<file path="config.mk">
export PLATFORM = sky130hd
export DESIGN_NAME = trap_controller
export DESIGN_NICKNAME = d
export VERILOG_FILES = /design/src/rtl/mill_trap_pkg.sv /design/src/rtl/trap_controller_if.sv /design/src/rtl/trap_csr_file.sv /design/src/rtl/trap_controller.sv
export SDC_FILE = /design/constraint.sdc
export NUM_CORES = 1
export LEC_CHECK = 0
export ABC_AREA = 1
export BUFFER_PORTS_ARGS = -buffer_cell sky130_fd_sc_hd__buf_2
export CORE_ASPECT_RATIO = 0.9
export CORE_MARGIN = 5
export CORE_UTILIZATION = 49
export DETAILED_ROUTE_END_ITERATION = 16
export GPL_ROUTABILITY_DRIVEN = 0
export GPL_TIMING_DRIVEN = 0
export PLACE_DENSITY_LB_ADDON = 0.05
export SLEW_MARGIN = 20
export SYNTH_ARGS = -nofsm -noshare
export SYNTH_HDL_FRONTEND = slang
export SYNTH_SLANG_ARGS = --single-unit
</file>
<file path="constraint.sdc">
create_clock -name clk -period 3 [get_ports clk]
set_input_delay 0.45 -clock clk [delete_from_list [all_inputs] [get_ports clk]]
set_output_delay 0.45 -clock clk [all_outputs]
set_load 0.02 [all_outputs]
</file>
<file path="src/rtl/mill_trap_pkg.sv">
// Shared types and constants for the trap/mret sequencing controller.
package mill_trap_pkg;

  typedef enum logic [1:0] {
    ST_IDLE     = 2'd0,
    ST_DRAIN    = 2'd1,
    ST_COMMIT   = 2'd2,
    ST_REDIRECT = 2'd3
  } trap_state_e;

  typedef enum logic {
    KIND_TRAP = 1'b0,
    KIND_MRET = 1'b1
  } trap_kind_e;

  localparam logic [11:0] CSR_MSTATUS = 12'h300;
  localparam logic [11:0] CSR_MTVEC   = 12'h305;
  localparam logic [11:0] CSR_MEPC    = 12'h341;
  localparam logic [11:0] CSR_MCAUSE  = 12'h342;

  localparam int MSTATUS_MIE    = 3;
  localparam int MSTATUS_MPIE   = 7;
  localparam int MSTATUS_MPP_HI = 12;
  localparam int MSTATUS_MPP_LO = 11;

  localparam logic [31:0] MSTATUS_RESET = 32'h0000_1800;
  localparam logic [31:0] MSTATUS_WMASK = 32'h0000_1888;

endpackage

</file>
<file path="src/rtl/trap_controller_if.sv">
// Software CSR write bus, already qualified by the sequencing FSM.
interface trap_controller_if;
  logic        csr_we;
  logic [11:0] csr_addr;
  logic [31:0] csr_wdata;

  modport master (output csr_we, output csr_addr, output csr_wdata);
  modport slave  (input  csr_we, input  csr_addr, input  csr_wdata);
endinterface

</file>
<file path="src/rtl/trap_csr_file.sv">
// Architectural machine CSRs: trap/mret commit updates and masked software writes.
module trap_csr_file
  import mill_trap_pkg::*;
#(
  parameter logic [31:0] MTVEC_RESET = 32'h0000_0100
) (
  input  logic              clk,
  input  logic              rst_n,
  trap_controller_if.slave  sw,
  input  logic              commit_trap,
  input  logic              commit_mret,
  input  logic [31:0]       trap_pc,
  input  logic [31:0]       trap_cause,
  output logic [31:0]       mstatus,
  output logic [31:0]       mtvec,
  output logic [31:0]       mepc,
  output logic [31:0]       mcause
);

  logic [31:0] mstatus_q, mstatus_d;
  logic [31:0] mtvec_q, mtvec_d;
  logic [31:0] mepc_q, mepc_d;
  logic [31:0] mcause_q, mcause_d;

  always_comb begin
    mstatus_d = mstatus_q;
    mtvec_d   = mtvec_q;
    mepc_d    = mepc_q;
    mcause_d  = mcause_q;
    if (commit_trap) begin
      mepc_d                                  = trap_pc;
      mcause_d                                = trap_cause;
      mstatus_d[MSTATUS_MPIE]                 = mstatus_q[MSTATUS_MIE];
      mstatus_d[MSTATUS_MIE]                  = 1'b0;
      mstatus_d[MSTATUS_MPP_HI:MSTATUS_MPP_LO] = 2'b11;
    end else if (commit_mret) begin
      mstatus_d[MSTATUS_MIE]                  = mstatus_q[MSTATUS_MPIE];
      mstatus_d[MSTATUS_MPIE]                 = 1'b1;
      mstatus_d[MSTATUS_MPP_HI:MSTATUS_MPP_LO] = 2'b11;
    end else if (sw.csr_we) begin
      // Only MPP/MPIE/MIE are software-visible in mstatus; vectors are word aligned.
      case (sw.csr_addr)
        CSR_MSTATUS: mstatus_d = (mstatus_q & ~MSTATUS_WMASK) | (sw.csr_wdata & MSTATUS_WMASK);
        CSR_MTVEC:   mtvec_d   = {sw.csr_wdata[31:2], 2'b00};
        CSR_MEPC:    mepc_d    = {sw.csr_wdata[31:2], 2'b00};
        CSR_MCAUSE:  mcause_d  = sw.csr_wdata;
        default: ;
      endcase
    end
  end

  always_ff @(posedge clk or negedge rst_n) begin
    if (!rst_n) begin
      mstatus_q <= MSTATUS_RESET;
      mtvec_q   <= MTVEC_RESET;
      mepc_q    <= '0;
      mcause_q  <= '0;
    end else begin
      mstatus_q <= mstatus_d;
      mtvec_q   <= mtvec_d;
      mepc_q    <= mepc_d;
      mcause_q  <= mcause_d;
    end
  end

  assign mstatus = mstatus_q;
  assign mtvec   = mtvec_q;
  assign mepc    = mepc_q;
  assign mcause  = mcause_q;

endmodule

</file>
<file path="src/rtl/trap_controller.sv">
// Trap/mret sequencer: capture, drain outstanding memory ops, commit CSRs, redirect.
//   state    | meaning
//   IDLE     | normal execution, software CSR writes allowed
//   DRAIN    | pipeline stalled, waiting for mem_busy to fall (bounded)
//   COMMIT   | one cycle: CSR update for the recorded kind
//   REDIRECT | one cycle: redirect_valid + flush to mtvec/mepc
module trap_controller
  import mill_trap_pkg::*;
#(
  parameter logic [31:0] MTVEC_RESET = 32'h0000_0100,
  parameter int          DRAIN_MAX   = 16
) (
  input  logic        clk,
  input  logic        rst_n,
  input  logic        exp_occur,
  input  logic        mret_occur,
  input  logic [31:0] mepc_change,
  input  logic [31:0] mcause_change,
  input  logic        mem_busy,
  input  logic        csr_we,
  input  logic [11:0] csr_addr,
  input  logic [31:0] csr_wdata,
  output logic [31:0] mstatus,
  output logic [31:0] mtvec,
  output logic [31:0] mepc,
  output logic [31:0] mcause,
  output logic        stall,
  output logic        flush,
  output logic        redirect_valid,
  output logic [31:0] redirect_pc,
  output logic        drain_timeout
);

  localparam int             CW       = $clog2(DRAIN_MAX + 1);
  localparam logic [CW-1:0]  CNT_LAST = CW'(DRAIN_MAX - 1);

  trap_state_e   state_q, state_d;
  trap_kind_e    kind_q, kind_d;
  logic [31:0]   pc_q, pc_d;
  logic [31:0]   cause_q, cause_d;
  logic [CW-1:0] cnt_q, cnt_d;
  logic          timeout_q, timeout_d;
  logic          commit_trap, commit_mret, sw_ok;

  trap_controller_if csr_bus ();

  always_comb begin
    state_d     = state_q;
    kind_d      = kind_q;
    pc_d        = pc_q;
    cause_d     = cause_q;
    cnt_d       = '0;
    timeout_d   = timeout_q;
    commit_trap = 1'b0;
    commit_mret = 1'b0;
    sw_ok       = 1'b0;
    case (state_q)
      ST_IDLE: begin
        if (exp_occur) begin
          pc_d    = mepc_change;
          cause_d = mcause_change;
          kind_d  = KIND_TRAP;
          state_d = ST_DRAIN;
        end else if (mret_occur) begin
          kind_d  = KIND_MRET;
          state_d = ST_DRAIN;
        end else begin
          sw_ok = 1'b1;
        end
      end
      ST_DRAIN: begin
        // cnt_q counts completed DRAIN cycles; the last allowed one forces COMMIT.
        if (!mem_busy) begin
          state_d = ST_COMMIT;
        end else if (cnt_q == CNT_LAST) begin
          state_d   = ST_COMMIT;
          timeout_d = 1'b1;
        end else begin
          cnt_d = cnt_q + 1'b1;
        end
      end
      ST_COMMIT: begin
        commit_trap = (kind_q == KIND_TRAP);
        commit_mret = (kind_q == KIND_MRET);
        state_d     = ST_REDIRECT;
      end
      ST_REDIRECT: state_d = ST_IDLE;
      default:     state_d = ST_IDLE;
    endcase
  end

  always_ff @(posedge clk or negedge rst_n) begin
    if (!rst_n) begin
      state_q   <= ST_IDLE;
      kind_q    <= KIND_TRAP;
      pc_q      <= '0;
      cause_q   <= '0;
      cnt_q     <= '0;
      timeout_q <= 1'b0;
    end else begin
      state_q   <= state_d;
      kind_q    <= kind_d;
      pc_q      <= pc_d;
      cause_q   <= cause_d;
      cnt_q     <= cnt_d;
      timeout_q <= timeout_d;
    end
  end

  assign csr_bus.csr_we    = csr_we & sw_ok;
  assign csr_bus.csr_addr  = csr_addr;
  assign csr_bus.csr_wdata = csr_wdata;

  trap_csr_file #(.MTVEC_RESET(MTVEC_RESET)) u_csr (
    .clk         (clk),
    .rst_n       (rst_n),
    .sw          (csr_bus.slave),
    .commit_trap (commit_trap),
    .commit_mret (commit_mret),
    .trap_pc     (pc_q),
    .trap_cause  (cause_q),
    .mstatus     (mstatus),
    .mtvec       (mtvec),
    .mepc        (mepc),
    .mcause      (mcause)
  );

  assign stall          = (state_q != ST_IDLE);
  assign redirect_valid = (state_q == ST_REDIRECT);
  assign flush          = (state_q == ST_REDIRECT);
  assign redirect_pc    = !redirect_valid       ? 32'h0 :
                          (kind_q == KIND_TRAP) ? mtvec : mepc;
  assign drain_timeout  = timeout_q;

endmodule

</file>
Word level (Yosys, flattened, before mapping)
Cells that the tools add are included.

Output and inout port bits: 164. Memories kept: 0. Bits in latches: 0. Input port bits: 114. Bits in writable memories: 0. Logic and storage cells: 78. Register bits: 199. Bits in read-only memories: 0.

Reduce and logical (&&, ||, !) cells: 17. Div/mod/pow operators: 0. Muxes and demuxes: 33. Magnitude comparators: 0. Bitwise operators: 5. Shifts and indexed selects: 0. Multipliers: 0. $add $sub $neg: 1. Eq/ne operators: 11.

Operators by type and width (number): $mux W32 (10); $eq A12 B10 Y1 const B (4); $or A32 B13 Y32 (1); $mux W13 (2); $mux W5 (3); $mux W2 (6); $mux W1 (11); $reduce_bool A2 Y1 (5); $reduce_and A3 Y1 (3); $pmux W2 S4 (1); $reduce_and A2 Y1 (4); $reduce_and A4 Y1 (2); $ne A3 B3 Y1 const B (2); $reduce_bool A3 Y1 (2); $add A5 B1 Y5 const B (1); $eq A5 B4 Y1 const B (1); $eq A2 B2 Y1 const B (2); $not A1 Y1 (3); $eq A2 B1 Y1 const B (1); $logic_not A2 Y1 (1); $ne A2 B2 Y1 const B (1); $and A1 B1 Y1 (1).

Depth between registers and ports, before layout
Depth in word-level cells: 7. Depth in mapped cells: 10. Gate-level depth less buffers: 9.

Cells and area by module
From an unflattened synthesis, not the netlist that was laid out.

Cells, all modules: 964. Area, all modules: 8424.3 µm².

Modules (own cells, without submodules): trap_csr_file (area each 4941.0 µm², times used 1, cells each 668); trap_controller (area each 3483.3 µm², times used 1, cells each 296).

Worst setup path after synthesis
OpenSTA, ideal clock, no wires.

Kind: flip-flop to output port. Start point: register state_q[0]. End point: output redirect_pc[22]. Cell stages (with the launch flop): 5. Path slack: 1.188 ns. Arrival: 1.362 ns. Cell sequence: dfrtp_1 -> ha_1 -> buf_1 -> o21ai_0 -> nor2_1.

Cells in the longest elaborated chain, start to end: 2.

RTL lines: start, declared (line trap_controller.sv:37) `trap_state_e state_q, state_d;`; start signal, assigned (line trap_controller.sv:101) `state_q <= state_d;`; $eq A2 B2 Y1; named net flush (line trap_controller.sv:28) `output logic flush,`; $mux W32 (line trap_controller.sv:131) `assign redirect_pc = !redirect_valid ? 32'h0 :`; end, declared (line trap_controller.sv:30) `output logic [31:0] redirect_pc,`.

The timed path passes the listed nets, and every way through them passes these cells.

Final worst setup path
Start point: register state_q[0]. End point: output redirect_pc[18].

Cells in the longest elaborated chain, start to end: 2.

RTL lines: $eq A2 B2 Y1 (line trap_controller.sv:129) `assign redirect_valid = (state_q == ST_REDIRECT);`; $mux W32 (line trap_controller.sv:131).

No other way between the ends.

==> results.py <==
metrics = {
    "outcome": {
        "status": "complete, no violations",
    },
    "synthesis": {
        "ys_warn_count": 0,
        "yosysSeqAreaShare_pct": 52.6,
        "avgSynthCellArea_um2": 8.44,
        "ys_types": 26,
        "netlist_area_mm2": 0.00814,
        "synth_cells": 965,
        "synth-seq-cells": 171,
    },
    "timing": {
        "fin_ws_ns": 0.364,
        "fin_crit_ns": 2.64,
        "rsz0062_at_grt": "false",
        "tightest_slew_ns": 0.666,
        "finalSetupViolations": 0,
        "finalCritPeriodShare_pct": 87.9,
        "drv_slew": 0,
        "finClkSkew_ns": 0.00828,
        "fin_setup_tns_ns": 0,
        "hold_viol": 0,
        "slew_headroom_pct": 55.6,
        "fmax_mhz": 379,
    },
    "clocking": {
        "clk_path_buf_depth": 2,
        "cts_sinks": 171,
        "cts_buffers": 17,
        "cts_root_buf": "clkbuf_16",
        "clk_pin_slew_ns": 0.07,
        "cts_tree": "yes",
        "postCtsResizedCells": 0,
        "h-tree-depth": 4,
        "hold_buffers": 1,
        "clk_latency_ns": 0.42,
        "postCtsSetupBuffers": 0,
    },
    "worst_setup_path": {
        "crit_arrival_ns": 2.19,
        "cp-end-kind": "output port",
        "r2r-start": "state_q[0]",
        "worstReg2RegEnd": "u_csr.mtvec[23]",
        "required_ns": 2.55,
        "critPathLaunch": "state_q[0]",
        "r2r_slack_ns": 0.98,
        "critPathMaxFanout": 10,
        "crit_type": "reg2out",
        "reg2regPathDepth": 8,
        "endpoint": "redirect_pc[18]",
        "crit_path_start_kind": "flop",
    },
    "floorplan": {
        "start_util_pct": 50.1,
        "die_w_um": 146,
        "io-pin-count": 278,
        "fp.dieH_um": 132,
        "rows": 44,
        "core_area_mm2": 0.0162,
        "die_area_mm2": 0.0193,
    },
    "drt": {
        "vias": 7324,
        "ant_nets": 0,
        "met3_wirelength_um": 1980,
        "routed_wl_um": 25100,
        "route.detailed.drc": 0,
        "firstDrtPassIters": 5,
        "drtIter0Drc": 370,
        "vias_per_cell": 4.93,
        "wl_met1_um": 11000,
        "wl_met2_um": 11700,
        "routed.top_layer": "met5",
        "wl_per_cell_um": 16.9,
    },
    "cells_and_area": {
        "num-nets-final": 1382,
        "drive_above_1_share_pct": 32.2,
        "final-instance-count-excl-fill": 1485,
        "area_delta_synth_final_pct": 28.0,
        "postLayoutCoreUtil_pct": 64.2,
    },
    "job": {
        "drv_cap": 0,
    },
    "power": {
        "power_density_mw_per_mm2": 992,
        "leakagePower_nw": 5.96,
        "ir_drop_mv": 0.567,
    },
    "grt": {
        "grt_max_degree": 70,
        "grt_overflow": 0,
        "grt_pass1_wl_um": 39200,
        "grt_pass1_vias": 7073,
        "grt_use_total_pct": 26.0,
        "antenna_found_initial": 4,
    },
    "worst_hold_path": {
        "min_path_type": "in2reg",
    },
    "placement": {
        "hpwl_um": 18600,
        "placed_cells": 1450,
        "port_buffers": 247,
        "post-place-ws_ns": 0.770,
    },
}
[worst max-delay path, stage by stage, from the launching register on]
cell	delay [ns]
dfrtp_1	0.40
ha_1	0.37
clkbuf_1	0.44
o21ai_0	0.17
nor2_1	0.19
buf_2	0.20
[per-stage QoR]
stage	power (mW)	instance area [um2]	hold slack, ns
floorplan	6.52	8250	0.154
global placement	8.03	9750	0.450
detailed placement	8.13	9810	0.357
CTS	10.4	10400	0.236
global route	11.0	10400	0.238
finish	10.3	10400	0.252
[synth_stat cells, drive strengths merged]
cell,count,share of area (%)
nand2,342,16
dfrtp,168,52
nor2,86,4.0
nand3,72,4.5
o21ai,68,4.2
inv,64,2.9
buf,62,5.0
mux2,59,8.2
clkbuf,20,0.92
a21oi,7,0.43
ha,5,0.77
dfstp,3,0.97
nand4,2,0.15
o22ai,2,0.15
a21boi,1,0.092
conb,1,0.046
nor3,1,0.061
o21bai,1,0.092
xor2,1,0.11
[cells in the final DEF, fill, tap and decap left out, types with 2 or more instances in the layout]
cell type | netlist | routed
nand4_1 | 2 | 2
dfrtp_1 | 168 | 168
nand2_1 | 339 | 339
clkbuf_16 | 0 | 17
diode_2 | 0 | 2
a21oi_1 | 7 | 7
mux2_2 | 59 | 59
buf_2 | 23 | 269
nand3_1 | 71 | 71
buf_4 | 38 | 38
clkinv_4 | 0 | 2
conb_1 | 1 | 30
o21ai_0 | 41 | 41
o21ai_1 | 27 | 27
clkinvlp_4 | 0 | 2
clkbuf_1 | 20 | 21
bufinv_16 | 0 | 3
inv_1 | 61 | 61
nor2_1 | 85 | 85
clkinv_2 | 0 | 4
inv_6 | 0 | 3
dfstp_2 | 3 | 3
buf_16 | 0 | 2
nand2_2 | 3 | 3
inv_2 | 3 | 3
ha_1 | 5 | 5
o22ai_1 | 2 | 2
[layout make-up]
class	instances	area [um2]
diodes	2	5.00
plain buffers	82	479
clock buffers	18	429
clock inverters	14	169
fillers	1510	5810
inverters	64	240
multi-input cells	677	3250
flip-flops and latches	171	4280
well taps	207	259
repair buffers	250	1310
[per-layer routing]
layer	vias up	global-route usage, %
li1	3574	-
met1	3438	35.6
met2	280	41.5
met3	28	6.50
met4	4	6.91
met5	-	0
[how the worst min path moves through the flow]
stage	depth (start not counted)	to	slack [ns]	startpoint
floorplan	0	cause_q[0]	0.15	rst_n
global placement	2	u_csr.mcause[10]	0.45	u_csr.mcause[10]
detailed placement	1	cnt_q[4]	0.36	rst_n
CTS	3	u_csr.mtvec[8]	0.24	csr_wdata[8]
global route	2	cause_q[0]	0.24	mcause_change[0]
finish	3	u_csr.mtvec[8]	0.25	csr_wdata[8]
[flip-flops by register name, summed over array words and instances, names as in the netlist]
name           count
cause_q           32
cnt_q              5
drain_timeout      1
kind_q             1
pc_q              32
state_q            2
u_csr.mcause      32
u_csr.mepc        32
u_csr.mstatus      4
u_csr.mtvec       30
[report_power, final]
group | total [mW] | switching [mW] | internal [mW]
clock network | 2.25 | 0.934 | 1.32
registers | 3.66 | 0.516 | 3.15
logic | 4.43 | 2.90 | 1.53
[cell families after synthesis]
group | synth area share [%]
and+or+nand+nor | 24.6
DFF | 52.6
buffers and inverters | 8.83
AOI/OAI and AO/OA | 4.95
muxes | 8.16
adders and majority gates | 0.768
other | 0.0460
xor gates and xnor gates | 0.108
Note: power is estimated with default switching activity, not from simulation.
